===== src/rtl/parking_counter.sv =====
// Parking-lot occupancy counter: saturating binary count with a parallel BCD
// pair, derived free/full/empty status and sticky overflow/underflow flags.
module parking_counter #(
    parameter int CAPACITY = 25,
    parameter int CW       = 7
) (
    input  logic          clk,
    input  logic          rst,
    input  logic          incr,
    input  logic          decr,
    input  logic          clr_err,
    output logic [CW-1:0] count,
    output logic [CW-1:0] free,
    output logic [3:0]    bcd_tens,
    output logic [3:0]    bcd_ones,
    output logic          full,
    output logic          empty,
    output logic          ovf_err,
    output logic          unf_err
);

    localparam logic [CW-1:0] CAP = CW'(CAPACITY);

    typedef enum logic [1:0] {
        MODE_HOLD,
        MODE_INC,
        MODE_DEC
    } mode_e;

    mode_e         mode;

    logic [CW-1:0] count_q, count_d;
    logic [CW-1:0] free_q, free_d;
    logic [3:0]    tens_q, tens_d;
    logic [3:0]    ones_q, ones_d;
    logic          full_q, full_d;
    logic          empty_q, empty_d;
    logic          ovf_q, ovf_d;
    logic          unf_q, unf_d;
    logic          ovfSet, unfSet;

    // Simultaneous incr and decr cancel out and are treated as an idle cycle.
    always_comb begin
        mode = MODE_HOLD;
        if (incr && !decr) begin
            mode = MODE_INC;
        end else if (decr && !incr) begin
            mode = MODE_DEC;
        end
    end

    always_comb begin
        count_d = count_q;
        tens_d  = tens_q;
        ones_d  = ones_q;
        ovfSet  = 1'b0;
        unfSet  = 1'b0;
        case (mode)
            MODE_INC: begin
                if (count_q == CAP) begin
                    ovfSet = 1'b1;
                end else begin
                    count_d = count_q + 1'b1;
                    if (ones_q == 4'd9) begin
                        ones_d = 4'd0;
                        tens_d = tens_q + 4'd1;
                    end else begin
                        ones_d = ones_q + 4'd1;
                    end
                end
            end
            MODE_DEC: begin
                if (count_q == '0) begin
                    unfSet = 1'b1;
                end else begin
                    count_d = count_q - 1'b1;
                    if (ones_q == 4'd0) begin
                        ones_d = 4'd9;
                        tens_d = tens_q - 4'd1;
                    end else begin
                        ones_d = ones_q - 4'd1;
                    end
                end
            end
            default: begin
            end
        endcase

        // Status is derived from the next count so it lands on the same edge.
        free_d  = CAP - count_d;
        full_d  = (count_d == CAP);
        empty_d = (count_d == '0);

        // A freshly raised error wins over a coincident clear.
        ovf_d = ovfSet | (ovf_q & ~clr_err);
        unf_d = unfSet | (unf_q & ~clr_err);
    end

    always_ff @(posedge clk) begin
        if (!rst) begin
            count_q <= '0;
            free_q  <= CAP;
            tens_q  <= 4'd0;
            ones_q  <= 4'd0;
            full_q  <= 1'b0;
            empty_q <= 1'b1;
            ovf_q   <= 1'b0;
            unf_q   <= 1'b0;
        end else begin
            count_q <= count_d;
            free_q  <= free_d;
            tens_q  <= tens_d;
            ones_q  <= ones_d;
            full_q  <= full_d;
            empty_q <= empty_d;
            ovf_q   <= ovf_d;
            unf_q   <= unf_d;
        end
    end

    assign count    = count_q;
    assign free     = free_q;
    assign bcd_tens = tens_q;
    assign bcd_ones = ones_q;
    assign full     = full_q;
    assign empty    = empty_q;
    assign ovf_err  = ovf_q;
    assign unf_err  = unf_q;

endmodule

===== config.mk =====
export PLATFORM = sky130hd
export DESIGN_NAME = parking_counter
export DESIGN_NICKNAME = d
export VERILOG_FILES = /design/src/rtl/parking_counter.sv
export SDC_FILE = /design/constraint.sdc
export NUM_CORES = 1
export LEC_CHECK = 0
export ABC_CLOCK_PERIOD_IN_PS = 6730
export BUFFER_PORTS_ARGS = -buffer_cell sky130_fd_sc_hd__clkbuf_2
export CAP_MARGIN = 10
export CORE_MARGIN = 5
export CORE_UTILIZATION = 33
export CTS_CLUSTER_SIZE = 25
export DETAILED_ROUTE_END_ITERATION = 10
export PLACE_DENSITY_LB_ADDON = 0.08
export SYNTH_ARGS = -nofsm -noshare
export SYNTH_HDL_FRONTEND = slang
export SYNTH_SLANG_ARGS = --single-unit

===== constraint.sdc =====
create_clock -name clk -period 6.73 [get_ports clk]
set_input_delay 0.3365 -clock clk [delete_from_list [all_inputs] [get_ports clk]]
set_output_delay 0.3365 -clock clk [all_outputs]
set_load 0.02 [all_outputs]

==> flow_metrics.tcl, run 1 <==
set metrics [dict create \
    synth_top_cell_area_share 0.3067 \
    cts.sinks 25 \
    num_antenna_cells 0 \
    arrival_ns 2.76 \
    clkSlewWorstSetupHoldPaths_ns 0.09 \
    wl_per_cell_um 14.63 \
    start_util 0.3432 \
    area_growth_pct 12.58 \
    start_kind "register" \
    cts_resized 0 \
    grt_overflow 0 \
    hold_path_class "in2reg" \
    min_period_ns 2.625 \
    fin_nets 237 \
    dp_hpwl_um 3135 \
    drc_errors 0 \
    tightest_slew_ns 0.5642 \
    grt_usage 0.1373 \
    crit_family "flip-flops" \
    clk_latency_ns 0.27 \
    cp_cell_sequence "inv_1 > ha_1 > and4b_1 > a21o_1 > o221ai_1 > inv_1 > ha_1 > nor3_1 > nor3_1" \
    synthCells 200 \
    synth-seq-area-share 0.3067 \
    endpoint_kind "register" \
    postCtsSetupRepairBufs 0 \
    io_buffers 30 \
    ant_nets 0 \
    drive_above_1_share 0.1946 \
    rows 25 \
    die_x_um 80.32 \
    place_inst 284 \
    required_ns 6.86 \
    ys_warn_count 0 \
    fin_crit_sh 0.3901 \
    netlist_top_cells_count "dfxtp_1, nor2_1, inv_1" \
    ys_types 54 \
    status "completed" \
    whs_ns 0.3484 \
    crit_buf_inv 2 \
    synth_edf_count 0 \
    maxSlewViolCount 0 \
    io_pins 31 \
    wl_um 4212 \
    viasPerCell 5.240 \
    cts_htree_levels 1 \
    max_stage_delay_ns 0.61 \
    crit_type "reg2reg" \
    fin_cells 288 \
    drt-pass1-iter-count 4 \
    clockBufferDepth 2 \
    slowest_stage "dfxtp_1" \
    grt_max_degree 17 \
    holdBufCountCts 0 \
    p_leak_nw 0.7963 \
    gp_congestion 0.8431 \
    synth_flop_cell "dfxtp_1" \
    avgSynthCellArea_um2 8.158 \
    syn-num-nets 215 \
    final.setup_skew_ns 0.01180 \
    synth_area_leaders "dfxtp_1, ha_1, nor2_1" \
    die_h_um 80.32 \
    antenna_found_initial 0 \
    num_vias 1509 \
    clockRootBuffer "clkbuf_8" \
    finalHoldViolCount 0 \
    maxCapViolCount 0 \
    yosysMostFrequentCell "dfxtp_1" \
    synth_top_area_cell "dfxtp_1" \
    grt_pass1_wl_um 7162 \
    setup_tns_ns 0 \
    syn_area_um2 1632 \
    relSlewSlack 0.6235 \
    ir_drop_uv 146.3 \
    coreArea_um2 4755 \
    die_area_um2 6451 \
    synthArstFlopShare 0 \
    max_freq_mhz 380.9 \
    grt_setup_unrepaired "false" \
    cts_tree "built" \
    cp_max_fo 13 \
    power_density_nw_per_um2 222.8 \
    grt_pass1_vias 1426 \
    drt_iter0_markers 205 \
    synth_seq_cells 25 \
    cts_buffers 3 \
    setup-violations-final 0 \
]
## routing by layer
layer  wire length, um  up-vias  global-route usage  share of wire
met3               177        2             0.02466          0.042
met2              1947       31              0.2210           0.46
met5                 0        -                   0              0
met4                26        0             0.03041         0.0062
met1              2061      716              0.1899           0.49
li1                  -      760                   -              -
## power by group
part           switching (mW)  internal [mW]
Sequential             0.0188          0.162
Combinational          0.0839         0.0545
Clock                  0.0475         0.0423
Total                   0.150          0.259
## state kept, by name, indices dropped and copies added (netlist names)
name,count
unf_err,1
bcd_ones,4
free,6
bcd_tens,4
full,1
empty,1
ovf_err,1
count,7
## path summary, 6_finish.rpt
path | startpoint | endpoint | slack [ns] | cells after the start
max | count[1] | free[5] | 4.10 | 9
min | clr_err | unf_err | 0.35 | 3
max reg2reg | count[1] | free[5] | 4.10 | 9
min reg2reg | ovf_err | ovf_err | 0.49 | 2
## cell families (layout without fill, tap and decap cells)
| family | Yosys count | after routing | share of synthesized area |
|---|---|---|---|
| buffers and inverters | 27 | 48 | 0.07745 |
| and+or+nand+nor | 73 | 73 | 0.2454 |
| adders and majority gates | 10 | 10 | 0.08129 |
| muxes | 4 | 4 | 0.02761 |
| xor gates and xnor gates | 7 | 7 | 0.03758 |
| DFF | 25 | 25 | 0.3067 |
| AOI/OAI and AO/OA | 54 | 54 | 0.2239 |
## cell usage in the layout (no fill, tap or decap), drive strengths merged, types with 2 or more instances in the layout
master / netlist / routed
clkbuf: 5 / 34
dfxtp: 25 / 25
a31oi: 3 / 3
nand4: 3 / 3
nand3b: 2 / 2
xnor2: 4 / 4
and2: 3 / 3
nor2: 18 / 18
nand2b: 6 / 6
nand2: 8 / 8
o32ai: 2 / 2
mux2i: 3 / 3
a21oi: 12 / 12
xor2: 3 / 3
a21o: 3 / 3
a221oi: 2 / 2
nand3: 9 / 9
ha: 9 / 9
nor3b: 3 / 3
nor2b: 4 / 4
inv: 14 / 14
o21ai: 18 / 18
nor3: 5 / 5
a211oi: 3 / 3
or3: 5 / 5
## stage by stage
stage	power [mW]	cell area (um^2)	worst slack, ns	utilization
2_1_floorplan	0.2879	1632	4.274	-
3_3_place_gp	0.3232	1792	4.115	0.3768
3_5_place_dp	0.3216	1792	4.080	0.3768
4_1_cts	0.4110	1837	4.138	0.3863
5_1_grt	0.4374	1837	3.972	0.3863
6_report	0.4092	1837	4.105	0.3863
## worst reg2reg max path: stages, from the launching register on
cell and delay (ns):
dfxtp_1 0.61, inv_1 0.16, ha_1 0.21, and4b_1 0.24
a21o_1 0.24, o221ai_1 0.37, inv_1 0.13, ha_1 0.27
nor3_1 0.20, nor3_1 0.07
## cell type report
type	instances	area [um^2]
fill	521	2918
multi-input combinational	148	1005
sequential	25	500.5
timing repair buffer	30	150.1
tap	67	83.83
inverter	14	52.55
clock buffer	4	45.04
(Power assumes the default switching activity.)
==> inputs of run 2 (changes only) <==
--- a/config.mk
+++ b/config.mk
@@ -5,7 +5,7 @@
 export SDC_FILE = /design/constraint.sdc
 export NUM_CORES = 1
 export LEC_CHECK = 0
-export ABC_CLOCK_PERIOD_IN_PS = 6730
+export ABC_CLOCK_PERIOD_IN_PS = 2150
 export BUFFER_PORTS_ARGS = -buffer_cell sky130_fd_sc_hd__clkbuf_2
 export CAP_MARGIN = 10
 export CORE_MARGIN = 5
==> constraint.sdc (replaced) <==
create_clock -name clk -period 2.15 [get_ports clk]
set_input_delay 0.1075 -clock clk [delete_from_list [all_inputs] [get_ports clk]]
set_output_delay 0.1075 -clock clk [all_outputs]
set_load 0.02 [all_outputs]
==> run 2 against run 1 <==
The run now ends with setup timing left. Sequential cell count did not move. Combinational power rose to 4.4 times the previous value. Non-clock buffer count rose by 32. Critical path type unchanged. Largest power group is now combinational cells.
==> flow_metrics.tcl, run 2 (same netlist as run 1, synthesis figures left out) <==
set metrics [dict create \
    drc_errors 0 \
    combPwrFrac 0.418 \
    switchingPower_mw 0.5416 \
    fin_crit_sh 1.002 \
    clockBufferDepth 2 \
    layout.cells.most_common_list "buf_4, clkbuf_2, dfxtp_1" \
    required_ns 2.32 \
    clkSlewWorstSetupHoldPaths_ns 0.10 \
    wl_um 4826 \
    whs_ns 0.1113 \
    final_common_cell "buf_4" \
    max_freq_mhz 464.2 \
    die_area_um2 6451 \
    start_util 0.3432 \
    top_usage_layer "met2" \
    p_leak_nw 0.9703 \
    grt_usage 0.1545 \
    start_kind "register" \
    holdCritStartpoint "clr_err" \
    cts_htree_levels 1 \
    maxCapViolCount 0 \
    power_mw 1.440 \
    swShare 0.3761 \
    status "finished, violations left" \
    grt_setup_unrepaired "true" \
    wl_per_cell_um 15.08 \
    fin_nets 269 \
    ant_nets 0 \
    place_inst 312 \
    fin_cells 320 \
    io_buffers 30 \
    cts.sinks 25 \
    grtUsageMet1 0.2197 \
    violations "setup timing" \
    arrival_ns 2.33 \
    holdBufCountCts 0 \
    hold_path_class "in2reg" \
    power_density_nw_per_um2 655.0 \
    relSlewSlack 0.6678 \
    grt_overflow 0 \
    antenna_found_initial 0 \
    reg2reg_from "count[1]" \
    num_vias 1646 \
    area_growth_pct 34.74 \
    endpoint_kind "register" \
    fin_ws_ns -0.004401 \
    largest_reg_flops 7 \
    rows 25 \
    tightest_slew_ns 0.4967 \
    cts_tree "built" \
    die_x_um 80.32 \
    drive_above_1_share 0.3874 \
    min_period_ns 2.154 \
    clockRootBuffer "clkbuf_8" \
    grt.met2_usage 0.2483 \
    drt-pass1-iter-count 4 \
    maxSlewViolCount 0 \
    dp_hpwl_um 3579 \
    startpoint "count[1]" \
    ir_drop_uv 347.9 \
    coreArea_um2 4755 \
    io_pins 31 \
    grt_pass1_vias 1577 \
    grt_max_degree 16 \
    crit_type "reg2reg" \
    setup-violations-final 1 \
    drt_iter0_markers 157 \
    gp_congestion 0.9077 \
    viasPerCell 5.144 \
    cp_max_fo 3 \
    clk_latency_ns 0.27 \
    finalHoldViolCount 0 \
    final.setup_skew_ns 0.001740 \
    clock_power_share 0.206 \
    grt_pass1_wl_um 7817 \
    use_met3 0.02130 \
    p_int_mw 0.8984 \
    power_frac_seq 0.376 \
    cts_buffers 3 \
    num_antenna_cells 0 \
    die_h_um 80.32 \
]
-- run 2: power by group through the flow --
stage               sequential (mW)  combinational [mW]  clock, mW
floorplan                     0.600               0.311          0
global placement              0.550               0.539          0
detailed placement            0.552               0.540          0
CTS                           0.542               0.557      0.300
global route                  0.549               0.656      0.320
finish                        0.542               0.602      0.296
-- run 2: metrics by stage --
stage                      TNS [ns]  setup slack, ns    util  cell area [um^2]
after global routing       -0.06486         -0.05194  0.4624              2198
after CTS                         0         0.003634  0.4416              2100
final                     -0.004401        -0.004401  0.4624              2198
after detailed placement    -0.1036         -0.03821  0.4263              2027
after floorplan            -0.02243         -0.02243       -              1673
after global placement      -0.2123         -0.08344  0.4263              2027
-- run 2: final timing paths --
kind	end	slack, ns	cells past startpoint
setup / recovery	free[6]	-0.004	9
hold / removal	unf_err	0.11	3
setup reg to reg	free[6]	-0.004	9
hold reg to reg	ovf_err	0.50	2
-- run 2: area by class of cell --
class	count	area, um^2
flip-flops and latches	25	508.0
repair buffers	62	390.4
multi-input cells	148	1112
fillers	500	2556
clock inverters	1	5.005
inverters	14	57.56
well taps	67	83.83
clock buffers	3	41.29
-- run 2: critical path, stage by stage (launching register included) --
cell and delay, ns:
dfxtp_4 0.36, inv_4 0.07, ha_4 0.14, or3b_4 0.40, o21ai_4 0.18, o221ai_2 0.14
buf_4 0.16, a211oi_4 0.22, o21ai_2 0.09, mux2_4 0.30
-- run 2: per-layer routing --
metal	vias to the layer above	wire length (um)
met4	0	34
met2	48	2230
met3	5	293
met5	-	0
li1	820	-
met1	773	2267
-- run 2: timing repair --
item / in CTS / in global routing
pin swaps: 4 / 2
setup buffers: 0 / 4
gates resized for setup: 6 / 17
endpoints found under the setup margin: 3 / 6
==> inputs of run 3 (changes only) <==
--- a/config.mk
+++ b/config.mk
@@ -8,11 +8,15 @@
 export ABC_CLOCK_PERIOD_IN_PS = 2150
 export BUFFER_PORTS_ARGS = -buffer_cell sky130_fd_sc_hd__clkbuf_2
 export CAP_MARGIN = 10
+export CELL_PAD_IN_SITES_DETAIL_PLACEMENT = 1
+export CELL_PAD_IN_SITES_GLOBAL_PLACEMENT = 2
 export CORE_MARGIN = 5
-export CORE_UTILIZATION = 33
+export CORE_UTILIZATION = 29
 export CTS_CLUSTER_SIZE = 25
 export DETAILED_ROUTE_END_ITERATION = 10
 export PLACE_DENSITY_LB_ADDON = 0.08
+export SETUP_SLACK_MARGIN = 0.4
 export SYNTH_ARGS = -nofsm -noshare
 export SYNTH_HDL_FRONTEND = slang
 export SYNTH_SLANG_ARGS = --single-unit
+export TNS_END_PERCENT = 5
==> run 3 against run 2 <==
The run now ends clean. First-iteration DRC count shrank 58%. Non-clock buffer count grew 2. Final area grew 0.11%. Critical endpoint unchanged. Total power shrank 0.60%. Core utilization shrank 6.0 points. Setup slack gained 0.051 ns. Die area grew 12%. Routed wire length grew 10%. Final cell count grew 2.2%. Combinational power shrank 1%.
==> flow_metrics.tcl, run 3 (same netlist as run 1, synthesis figures left out) <==
set metrics [dict create \
    arrival_ns 2.28 \
    largest_reg_flops 7 \
    endpoint_kind "register" \
    wl_per_cell_um 16.28 \
    reg2reg_from "count[3]" \
    grt_pass1_wl_um 9114 \
    setup-violations-final 0 \
    maxSlewViolCount 0 \
    start_util 0.2981 \
    die_h_um 85.01 \
    status "completed" \
    antenna_found_initial 0 \
    num_antenna_cells 0 \
    clockBufferDepth 2 \
    start_kind "register" \
    holdBufCountCts 0 \
    ant_nets 0 \
    grt_pass1_vias 1827 \
    finalHoldViolCount 0 \
    cts_tree "built" \
    r2r-end "free[6]" \
    area_growth_pct 34.89 \
    drt-pass1-iter-count 4 \
    grt_usage 0.1543 \
    rows 27 \
    layout.cells.most_common_list "buf_4, clkbuf_2, dfxtp_1" \
    power_density_nw_per_um2 650.3 \
    gp_congestion 0.8096 \
    final.setup_skew_ns 0.006517 \
    min_period_ns 2.104 \
    r2r_slack_ns 0.05 \
    cp_max_fo 5 \
    num_vias 1696 \
    slowest_stage "or3_4" \
    die_x_um 85.01 \
    relSlewSlack 0.7283 \
    clkSlewWorstSetupHoldPaths_ns 0.09 \
    cts_htree_levels 1 \
    clockRootBuffer "clkbuf_8" \
    clk_latency_ns 0.27 \
    wl_um 5325 \
    hold_path_class "in2reg" \
    final_common_cell "buf_4" \
    ir_drop_uv 216.0 \
    maxCapViolCount 0 \
    grt_setup_unrepaired "true" \
    required_ns 2.32 \
    cts_buffers 3 \
    coreArea_um2 5473 \
    die_area_um2 7226 \
    drive_above_1_share 0.3765 \
    cts.sinks 25 \
    holdPathStages 2 \
    grt_overflow 0 \
    holdCritStartpoint "rst" \
    io_buffers 30 \
    place_inst 323 \
    r2r_cells 7 \
    io_pins 31 \
    tightest_slew_ns 0.4064 \
    fin_cells 327 \
    p_leak_nw 0.9727 \
    cp_cell_sequence "or3_4 > or4_1 > o21ai_1 > a221oi_2 > buf_4 > o21ai_2 > mux2_4" \
    max_stage_delay_ns 0.42 \
    max_freq_mhz 475.3 \
    viasPerCell 5.187 \
    final_util 0.4021 \
    dp_hpwl_um 4340 \
    fin_nets 271 \
    drc_errors 0 \
    whs_endpoint "free[3]" \
    fin_crit_sh 0.9785 \
    crit_type "reg2reg" \
    grt_max_degree 14 \
    drt_iter0_markers 66 \
]
[run 3: cell count changes in the layout (fill, tap and decap cells not counted), moves of 2 or more]
cell,before,now
nor3_2,4,2
buf_4,32,34
o21ai_0,11,13
nor3_1,1,3
[run 3: report_power, final]
| group | switching (mW) | internal [mW] | leakage, nW | total [mW] |
|---|---|---|---|---|
| clock network | 0.160 | 0.133 | 0.0228 | 0.293 |
| logic | 0.332 | 0.261 | 0.744 | 0.593 |
| registers | 0.0383 | 0.507 | 0.206 | 0.546 |
[run 3: metrics by stage]
| step | hold slack (ns) | TNS [ns] | power [mW] | cell area [um^2] | setup WS [ns] |
|---|---|---|---|---|---|
| after global routing | 0.1157 | -0.08969 | 1.533 | 2201 | -0.04454 |
| after detailed placement | 0.4019 | 0 | 1.118 | 2078 | 0.002236 |
| after CTS | 0.1056 | 0 | 1.434 | 2143 | 0.001732 |
| after floorplan | 0.1694 | -0.02243 | 0.9106 | 1673 | -0.02243 |
| after global placement | 0.3822 | 0 | 1.106 | 2078 | 0.01287 |
| final | 0.1039 | 0 | 1.431 | 2201 | 0.04622 |
[run 3: critical path: cells and delay by family, from the launching register on]
family / cells / cell delay, ns
buf+inv: 1 / 0.16
mux: 1 / 0.31
simple gates: 2 / 0.82
compound gates: 3 / 0.33
flops: 1 / 0.38
[run 3: area by class of cell]
| type | count | area, um^2 |
|---|---|---|
| multi-input cells | 148 | 1094 |
| flip-flops and latches | 25 | 509.2 |
| inverters | 14 | 57.56 |
| clock buffers | 4 | 45.04 |
| repair buffers | 64 | 405.4 |
| fillers | 690 | 3272 |
| well taps | 72 | 90.09 |
[run 3: worst max-delay path by stage]
stage          endpoint      from
6_report        free[6]  count[3]
3_5_place_dp    free[6]  count[1]
4_1_cts         free[6]  count[1]
5_1_grt         free[6]  count[1]
2_1_floorplan   free[6]  count[0]
3_3_place_gp    free[6]  count[1]
[run 3: timing repair]
item                                    in CTS  in global routing
buffers inserted                             0                  0
gates cloned                                 0                  0
gates resized for setup                      5                 12
pin swaps                                    2                  4
endpoints found under the setup margin      18                 23
[run 3: layer usage]
| layer | wire (um) | GRT usage | share of wire |
|---|---|---|---|
| met2 | 2559 | 0.2620 | 0.48 |
| met4 | 68 | 0.03885 | 0.013 |
| met5 | 0 | 0 | 0 |
| met3 | 178 | 0.03010 | 0.033 |
| met1 | 2519 | 0.1994 | 0.47 |
